$ cat config.mk
export PLATFORM = sky130hd
export DESIGN_NAME = btn_debounce_flat
export DESIGN_NICKNAME = d
export VERILOG_FILES = /design/src/rtl/btn_debounce_if.sv /design/src/rtl/btn_debounce.sv /design/src/flat_wrapper.sv
export SDC_FILE = /design/constraint.sdc
export NUM_CORES = 1
export LEC_CHECK = 0
export ABC_CLOCK_PERIOD_IN_PS = 6850
export CAP_MARGIN = 20
export CORE_MARGIN = 2
export CORE_UTILIZATION = 50
export DETAILED_ROUTE_END_ITERATION = 8
export MAX_ROUTING_LAYER = met4
export PLACE_DENSITY = 0.67
export SYNTH_ARGS = -nofsm -noshare
export SYNTH_HDL_FRONTEND = slang
export SYNTH_SLANG_ARGS = --single-unit
$ cat constraint.sdc
create_clock -name clk -period 6.85 [get_ports clk]
set_clock_uncertainty 0.1 [all_clocks]
set_input_delay 1.37 -clock clk [delete_from_list [all_inputs] [get_ports clk]]
set_output_delay 1.37 -clock clk [all_outputs]
set_load 0.05 [all_outputs]
$ cat src/rtl/btn_debounce_if.sv
// Button conditioner bus: raw pin levels in, debounced level and event pulses out.
// The slave modport is the conditioner side; the master modport is the user side.
interface btn_debounce_if #(
    parameter int N_BTN = 3
);
    logic [N_BTN-1:0] btn_raw;
    logic [N_BTN-1:0] btn_state;
    logic [N_BTN-1:0] btn_press;
    logic [N_BTN-1:0] btn_release;
    logic [N_BTN-1:0] btn_long;

    modport master (
        output btn_raw,
        input  btn_state,
        input  btn_press,
        input  btn_release,
        input  btn_long
    );

    modport slave (
        input  btn_raw,
        output btn_state,
        output btn_press,
        output btn_release,
        output btn_long
    );
endinterface

$ cat src/rtl/btn_debounce.sv
// Push-button conditioner: per-bit polarity fix, 2-FF synchroniser, counter debounce,
// and registered press / release / long-press pulses for each independent channel.
module btn_debounce #(
    parameter int          N_BTN         = 3,
    parameter logic [31:0] ACTIVE_LOW    = 32'h0000_0001,
    parameter int          DEBOUNCE_LOG2 = 16,
    parameter int          LONG_LOG2     = 24
) (
    input  logic           clk,
    input  logic           rst,
    btn_debounce_if.slave  bus
);
    localparam logic [N_BTN-1:0]         POL_MASK = ACTIVE_LOW[N_BTN-1:0];
    localparam logic [DEBOUNCE_LOG2-1:0] DCNT_MAX = {DEBOUNCE_LOG2{1'b1}};
    localparam logic [DEBOUNCE_LOG2-1:0] DCNT_ONE = {{(DEBOUNCE_LOG2-1){1'b0}}, 1'b1};
    localparam logic [LONG_LOG2-1:0]     HCNT_MAX = {LONG_LOG2{1'b1}};
    localparam logic [LONG_LOG2-1:0]     HCNT_ONE = {{(LONG_LOG2-1){1'b0}}, 1'b1};

    logic [N_BTN-1:0]                    sync1_q, sync2_q;
    logic [N_BTN-1:0]                    state_q, state_d;
    logic [N_BTN-1:0]                    press_q, press_d;
    logic [N_BTN-1:0]                    release_q, release_d;
    logic [N_BTN-1:0]                    long_q, long_d;
    logic [N_BTN-1:0]                    done_q, done_d;
    logic [N_BTN-1:0][DEBOUNCE_LOG2-1:0] dcnt_q, dcnt_d;
    logic [N_BTN-1:0][LONG_LOG2-1:0]     hcnt_q, hcnt_d;

    // Synchroniser; polarity is folded in ahead of the second stage so stage 2 reads 1 = pressed.
    always_ff @(posedge clk or posedge rst) begin
        if (rst) begin
            sync1_q <= '0;
            sync2_q <= '0;
        end else begin
            sync1_q <= bus.btn_raw ^ POL_MASK;
            sync2_q <= sync1_q;
        end
    end

    // Debounce and hold-time next-state logic; any return to agreement restarts the count.
    always_comb begin
        state_d   = state_q;
        dcnt_d    = dcnt_q;
        hcnt_d    = hcnt_q;
        done_d    = done_q;
        press_d   = '0;
        release_d = '0;
        long_d    = '0;
        for (int i = 0; i < N_BTN; i++) begin
            if (sync2_q[i] == state_q[i]) begin
                dcnt_d[i] = '0;
            end else if (dcnt_q[i] != DCNT_MAX) begin
                dcnt_d[i] = dcnt_q[i] + DCNT_ONE;
            end else begin
                dcnt_d[i]    = '0;
                state_d[i]   = sync2_q[i];
                press_d[i]   = sync2_q[i];
                release_d[i] = ~sync2_q[i];
            end

            if (!state_q[i]) begin
                hcnt_d[i] = '0;
                done_d[i] = 1'b0;
            end else if (!done_q[i]) begin
                if (hcnt_q[i] == HCNT_MAX) begin
                    long_d[i] = 1'b1;
                    done_d[i] = 1'b1;
                end else begin
                    hcnt_d[i] = hcnt_q[i] + HCNT_ONE;
                end
            end else begin
                hcnt_d[i] = hcnt_q[i];
            end
        end
    end

    // Channel state, counters and output pulses.
    always_ff @(posedge clk or posedge rst) begin
        if (rst) begin
            state_q   <= '0;
            dcnt_q    <= '0;
            hcnt_q    <= '0;
            done_q    <= '0;
            press_q   <= '0;
            release_q <= '0;
            long_q    <= '0;
        end else begin
            state_q   <= state_d;
            dcnt_q    <= dcnt_d;
            hcnt_q    <= hcnt_d;
            done_q    <= done_d;
            press_q   <= press_d;
            release_q <= release_d;
            long_q    <= long_d;
        end
    end

    assign bus.btn_state   = state_q;
    assign bus.btn_press   = press_q;
    assign bus.btn_release = release_q;
    assign bus.btn_long    = long_q;
endmodule

$ cat src/flat_wrapper.sv
// flat-port wrapper written by rule: the top's interface ports become plain ports
module btn_debounce_flat 
#(
    parameter int          N_BTN         = 3,
    parameter logic [31:0] ACTIVE_LOW    = 32'h0000_0001,
    parameter int          DEBOUNCE_LOG2 = 16,
    parameter int          LONG_LOG2     = 24
)
  (clk, rst, bus_btn_raw, bus_btn_state, bus_btn_press, bus_btn_release, bus_btn_long);
  btn_debounce_if #(.N_BTN(N_BTN)) bus_i ();
  input  logic clk;
  input  logic rst;
  input wire logic [$bits(bus_i.btn_raw)-1:0] bus_btn_raw;
  output wire logic [$bits(bus_i.btn_state)-1:0] bus_btn_state;
  output wire logic [$bits(bus_i.btn_press)-1:0] bus_btn_press;
  output wire logic [$bits(bus_i.btn_release)-1:0] bus_btn_release;
  output wire logic [$bits(bus_i.btn_long)-1:0] bus_btn_long;
  assign bus_i.btn_raw = bus_btn_raw;
  assign bus_btn_state = bus_i.btn_state;
  assign bus_btn_press = bus_i.btn_press;
  assign bus_btn_release = bus_i.btn_release;
  assign bus_btn_long = bus_i.btn_long;
  btn_debounce #(.N_BTN(N_BTN), .ACTIVE_LOW(ACTIVE_LOW), .DEBOUNCE_LOG2(DEBOUNCE_LOG2), .LONG_LOG2(LONG_LOG2)) u_core (.clk(clk), .rst(rst), .bus(bus_i));
endmodule
==> qor.csv, run 1 <==
stage,metric,value,unit
route,wl_per_cell,14.1,um
die,ioPinCount,17,
clocking,htreeDepth,4,
critical_path,r2r_cells,5,
clocking,holdBufCountCts,0,
critical_path,setup.worst_path.end_class,output port,
layout,final_cell_mix,"141 x dfrtp_1, 94 x nor2_1, 64 x nand2_1, 45 x nand3_1, 45 x xnor2_1",
placement,place_congestion,0.793,
timing,tightestPinTransition,899,ps
timing,finalCritPeriodShare,49.1,%
die,die_h,122,um
route,routed_via_density,5.56,
clocking,clock_path_buffers,2,
layout,postLayoutCellArea,0.00786,mm^2
critical_path,cp_max_fo,13,
layout,final_common_cell,dfrtp_1,
power_and_ir_drop,ir_worst_vdd,0.000108,V
yosys,synthDominantCellAreaShare,50.8,%
die,die_area,0.0148,mm^2
yosys,synth_cells,700,
critical_path,crit_required,5380,ps
critical_path,r2r_setup_slack,4480,ps
critical_path,cpMaxStageDelayCell,clkdlybuf4s50_1,
route,wl,12800,um
critical_path,arrival,1890,ps
clocking,postCtsSetupBuffers,0,
yosys,synthesis.area,0.00695,mm^2
clocking,numCtsBuffers,17,
power_and_ir_drop,power.density,226,mW/mm^2
critical_path,crit_type,register to output port,
yosys,yosys_most_used_dff,dfrtp_1,
grt,antenna_found_initial,0,
timing,setup_viol,0,
layout,nets,730,
route,num_vias,5068,
timing,fmax,0.297,GHz
timing,tns,0,ps
yosys,yosysWarnings,0,
route,dr.max_layer_used,met4,
route,first_pass_iters,5,
timing,finalCriticalPeriod,3360,ps
placement,placed_area,0.00728,mm^2
critical_path,r2r-end,u_core.hcnt_q[6],
die,fp.dieW,122,um
critical_path,start_kind,register,
layout,drive_gt1_share,6.56,%
critical_path,reg2reg_from,u_core.hcnt_q[14],
grt,grt-ovfl-total,0,
layout,antenna_cells,0,
clocking,post_cts_resized,0,
clocking,root_buffer,clkbuf_16,
placement,hpwlAfterDp,8310,um
yosys,synth_cell_types,48,
yosys,synth.yosys.seq_area_share,50.8,%
critical_path,cp.buffers_inverters,1,
die,start_util,50.6,%
route,wl_met2,6060,um
yosys,async_flop_share,100,%
clocking,insertion_delay,420,ps
yosys,syn_nets,711,
grt,first_global_vias,4959,
run_status,status,"finished, final reports clean",
power_and_ir_drop,power_leakage,3.23,nW
grt,grt_usage,19.9,%
route,postRouteAntennaNets,0,
flow_run,cap_viol_max_count,0,
placement,post-place-ws,3480,ps
timing,hold_violations,0,
route,route.detailed.drc,0,
min_path,hold_depth,0,
grt,grt_first_pass_wirelength,22900,um
yosys,synth.top_cells.by_area,"dfrtp_1 51%, xnor2_1 5.7%, nor2_1 5.1%, xor2_1 4.3%, nand2_1 3.5%",
die,fp-row-count,43,
min_path,holdPathEnd,u_core.sync2_q[1],
min_path,hold_path.class,register to register,
critical_path,crit_family,buffers and inverters,
critical_path,crit_chain,clkdlybuf4s50_1,
layout,post-route-util,57.3,%
yosys,yosysTopAreaCell,dfrtp_1,
route,met3_length,366,um
clocking,cts.sinks,141,
timing,slew_headroom,39.7,%
layout,synthToLayoutAreaGrowth,13.2,%
min_path,hold_start,u_core.sync1_q[1],
yosys,synth.avg_cell_area,9.92,um^2
placement,port_buffers,16,
route,drt_iter0_drc,325,
yosys,synth-edff-count,0,
timing,setup_ws,3490,ps
clocking,cts_tree,done,
timing,slew_violations,0,
timing,rsz0062_at_grt,no,
die,coreArea,0.0137,mm^2
route,met1_length,6230,um
clocking,clk_pin_slew,60,ps
critical_path,max_stage_delay,890,ps
yosys,ys_ff_latch,141,
power_and_ir_drop,totalPowerFinal,1.78,mW
layout,n_fill_cell,1171,
grt,grt_max_degree,80,
state kept, by name, summed over array words and instances (netlist names):
name	flops
u_core.hcnt_q	72
u_core.dcnt_q	48
u_core.bus.btn_long	3
u_core.bus.btn_press	3
u_core.bus.btn_release	3
u_core.bus.btn_state	3
u_core.done_q	3
u_core.sync1_q	3
u_core.sync2_q	3
metrics by stage:
step | instances | hold slack [ps]
after floorplan | 700 | 231
after global routing | 912 | 253
final | 912 | 240
after CTS | 912 | 245
after detailed placement | 880 | 235
after global placement | 880 | 233
Yosys cell counts, types with 2 or more instances:
master and count:
xnor2_1 45, o21a_1 3, nor3_2 2, clkbuf_1 16
o21ai_0 12, a311oi_1 4, nand2_1 64, and4_1 13
xor2_1 34, o31ai_1 3, and3_1 16, mux2i_1 15
and2_1 13, a2111oi_2 4, nand3_1 45, nor4b_1 4
nand4b_1 4, a31oi_1 3, a211oi_1 6, and4b_1 3
nand4_1 26, or3_1 11, nor3b_1 7, or4_1 5
nor2b_1 2, or2_2 2, nor2_1 94, nor3_1 21
dfrtp_1 141, a21oi_1 18, ha_1 6, nand2b_1 14
inv_1 18, nor4_4 2, nor4_1 9, mux2_2 3
power breakdown:
part / internal [mW] / switching, mW / leakage, nW
clock: 0.571 / 0.329 / 0.291
sequential: 0.840 / 0.00578 / 1.95
combinational: 0.00766 / 0.0238 / 0.986
total: 1.42 / 0.358 / 3.23
layer usage:
metal | vias up | track usage [%]
li1 | 2500 | -
met1 | 2476 | 26.2
met2 | 77 | 30.2
met3 | 15 | 4.45
met4 | 0 | 7.69
met5 | - | -
worst max path at each step:
stage,slack [ps],start,end,cells after the start
floorplan,1600,rst,u_core.bus.btn_long[0],1
global placement,3540,rst,u_core.hcnt_q[10],3
detailed placement,3480,rst,u_core.hcnt_q[10],3
CTS,3470,u_core.bus.btn_state[0],bus_btn_state[0],1
global route,3390,u_core.bus.btn_state[0],bus_btn_state[0],1
finish,3490,u_core.bus.btn_state[0],bus_btn_state[0],1
cells by family after synthesis:
family | Yosys count | synth area share [%]
AO/OA/AOI/OAI | 59 | 5.95
buffers and inverters | 36 | 2.02
AND/OR/NAND/NOR | 361 | 27.5
multiplexers | 18 | 2.65
flip-flops | 141 | 50.8
adder cells (fa/ha/maj) | 6 | 1.08
XOR/XNOR | 79 | 9.96
area by class of cell:
class | instances | area, um^2 | area share (%)
multi-input cells | 523 | 3280 | 41.7
clock buffers | 25 | 495 | 6.30
clock inverters | 7 | 85.1 | 1.08
well taps | 180 | 225 | 2.87
inverters | 18 | 72.6 | 0.923
flip-flops and latches | 141 | 3530 | 44.9
repair buffers | 18 | 175 | 2.23
No activity file was read; power rests on OpenSTA's default activity.
==> inputs of run 2 (changes only) <==
--- a/config.mk
+++ b/config.mk
@@ -5,13 +5,13 @@
 export SDC_FILE = /design/constraint.sdc
 export NUM_CORES = 1
 export LEC_CHECK = 0
-export ABC_CLOCK_PERIOD_IN_PS = 6850
+export ABC_CLOCK_PERIOD_IN_PS = 3000
 export CAP_MARGIN = 20
 export CORE_MARGIN = 2
 export CORE_UTILIZATION = 50
 export DETAILED_ROUTE_END_ITERATION = 8
 export MAX_ROUTING_LAYER = met4
-export PLACE_DENSITY = 0.67
+export PLACE_DENSITY = 0.69
 export SYNTH_ARGS = -nofsm -noshare
 export SYNTH_HDL_FRONTEND = slang
 export SYNTH_SLANG_ARGS = --single-unit
==> constraint.sdc (replaced) <==
create_clock -name clk -period 3 [get_ports clk]
set_clock_uncertainty 0.1 [all_clocks]
set_input_delay 0.6 -clock clk [delete_from_list [all_inputs] [get_ports clk]]
set_output_delay 0.6 -clock clk [all_outputs]
set_load 0.05 [all_outputs]
==> run 2 against run 1 <==
Net effect: largest power group unchanged; sequential power grew 130%; clock power grew 130%; via count increased by 0.97%; utilization increased by 0.49 points; non-clock buffer count up 3; register-to-register slack got worse by 3800 ps; largest cell class unchanged; critical endpoint unchanged; power grew 130%.
==> qor.csv, run 2 (synthesized netlist as in run 1, its figures left out) <==
stage,metric,value,unit,change
clocking,clock_path_buffers,2,,unchanged
power_and_ir_drop,power_leakage,3.24,nW,+0.56%
layout,top_register,u_core.hcnt_q,,
clocking,postCtsSetupBuffers,0,,unchanged
grt,use_met1,24.1,%,-2.1 points
layout,reg_top3,"u_core.hcnt_q: 72 flops, u_core.dcnt_q: 48 flops",,
grt,grt-ovfl-total,0,,unchanged
min_path,hold_start,u_core.sync1_q[2],,
timing,fmax,0.384,GHz,
critical_path,r2r-end,u_core.hcnt_q[67],,
critical_path,cp.buffers_inverters,1,,unchanged
placement,place_congestion,0.810,,+2.1%
clocking,root_buffer,clkbuf_16,,
clocking,post_cts_resized,0,,unchanged
timing,finalCriticalPeriod,2600,ps,
critical_path,r2r_cells,5,,unchanged
timing,setup_viol,0,,unchanged
grt,grt-busiest-layer,met2,,
grt,antenna_found_initial,0,,unchanged
timing,setup_ws,396,ps,-3090 ps
flow_run,cap_viol_max_count,0,,unchanged
critical_path,cp_max_fo,13,,unchanged
layout,largest_reg_flops,72,,unchanged
run_status,status,"finished, final reports clean",,
power_and_ir_drop,ir_worst_vdd,0.000434,V,+300%
timing,tightestPinTransition,722,ps,-178 ps
placement,post-place-ws,724,ps,-2750 ps
grt,grt_max_degree,47,,-41%
die,fp.dieW,122,um,unchanged
critical_path,arrival,1900,ps,about the same
min_path,hold_depth,0,,unchanged
layout,drive_gt1_share,7.22,%,+0.66 points
route,route.detailed.drc,0,,unchanged
grt,grt_use_met2,31.8,%,+1.6 points
layout,synthToLayoutAreaGrowth,14.1,%,
clocking,cts.sinks,141,,unchanged
timing,slew_violations,0,,unchanged
timing,slew_headroom,51.8,%,+12 points
grt,grt_first_pass_wirelength,22600,um,-1.2%
clocking,clk_pin_slew,60,ps,about the same
timing,tns,0,ps,unchanged
critical_path,cp.depth,1,,unchanged
timing,rsz0062_at_grt,no,,
grt,grt_usage,19.6,%,-0.24 points
critical_path,r2r_setup_slack,700,ps,-3780 ps
route,num_vias,5117,,+0.97%
clocking,numCtsBuffers,17,,unchanged
power_and_ir_drop,totalPowerFinal,4.10,mW,+130%
route,postRouteAntennaNets,0,,unchanged
placement,hpwlAfterDp,8580,um,+3.2%
grt,first_global_vias,4869,,-1.8%
critical_path,crit_chain,clkdlybuf4s50_1,,
layout,nets,733,,+0.41%
timing,finalCritPeriodShare,86.8,%,
die,die_h,122,um,unchanged
route,routed_via_density,5.60,,+0.75%
clocking,holdBufCountCts,0,,unchanged
power_and_ir_drop,power.density,518,mW/mm^2,+130%
layout,postLayoutCellArea,0.00793,mm^2,+0.86%
placement,placed_area,0.00734,mm^2,+0.81%
die,coreArea,0.0137,mm^2,unchanged
timing,hold_violations,0,,unchanged
route,wl,12900,um,+0.29%
die,start_util,50.6,%,unchanged
critical_path,crit_family,buffers and inverters,,
layout,final_common_cell,dfrtp_1,,
critical_path,cpMaxStageDelayCell,clkdlybuf4s50_1,,
critical_path,reg2reg_from,u_core.hcnt_q[62],,
grt,use_met3,4.82,%,+0.37 points
min_path,hold_path.class,register to register,,
clocking,cts_tree,done,,
clocking,insertion_delay,420,ps,about the same
clocking,htreeDepth,4,,unchanged
die,fp-row-count,43,,unchanged
die,die_area,0.0148,mm^2,unchanged
critical_path,max_stage_delay,890,ps,about the same
route,wl_per_cell,14.1,um,about the same
critical_path,setup.worst_path.end_class,output port,,
placement,port_buffers,16,,unchanged
layout,final_cell_mix,"141 x dfrtp_1, 94 x nor2_1, 64 x nand2_1, 45 x nand3_1, 45 x xnor2_1",,
layout,antenna_cells,0,,unchanged
critical_path,start_kind,register,,
critical_path,crit_type,register to output port,,
die,ioPinCount,17,,unchanged
route,drt_iter0_drc,414,,+27%
critical_path,crit_required,2300,ps,-3080 ps
min_path,holdPathEnd,u_core.sync2_q[2],,
route,first_pass_iters,6,,+1
run 2: worst max path at each step:
| stage | from | to | slack, ps |
|---|---|---|---|
| floorplan | rst | u_core.bus.btn_long[0] | 540 |
| global placement | u_core.hcnt_q[62] | u_core.hcnt_q[71] | 830 |
| detailed placement | u_core.hcnt_q[61] | u_core.hcnt_q[67] | 720 |
| CTS | u_core.bus.btn_state[0] | bus_btn_state[0] | 370 |
| global route | u_core.bus.btn_state[0] | bus_btn_state[0] | 310 |
| finish | u_core.bus.btn_state[0] | bus_btn_state[0] | 400 |
run 2: per-stage QoR:
stage | std cells | util [%] | hold WS, ps
after floorplan | 700 | - | 231
after global placement | 883 | 53.5 | 234
after detailed placement | 883 | 53.5 | 244
after CTS | 914 | 57.8 | 256
after global routing | 914 | 57.8 | 258
final | 914 | 57.8 | 252
run 2: where the power goes:
group	total [mW]	switching (mW)	internal, mW
Sequential	1.93	0.0125	1.92
Clock	2.09	0.778	1.32
Combinational	0.0813	0.0566	0.0247
Total	4.10	0.847	3.26
run 2: cell type report:
cell class	count	area, um^2
fill	1196	5790
sequential	141	3530
multi-input combinational	523	3280
clock buffer	19	443
timing repair buffer	21	235
tap	180	225
clock inverter	12	146
inverter	18	71.3
run 2: layer usage:
| layer | vias up | part of all wire (%) |
|---|---|---|
| li1 | 2518 | - |
| met4 | 0 | 1.6 |
| met3 | 22 | 2.8 |
| met1 | 2513 | 46 |
| met5 | - | 0 |
| met2 | 64 | 50 |
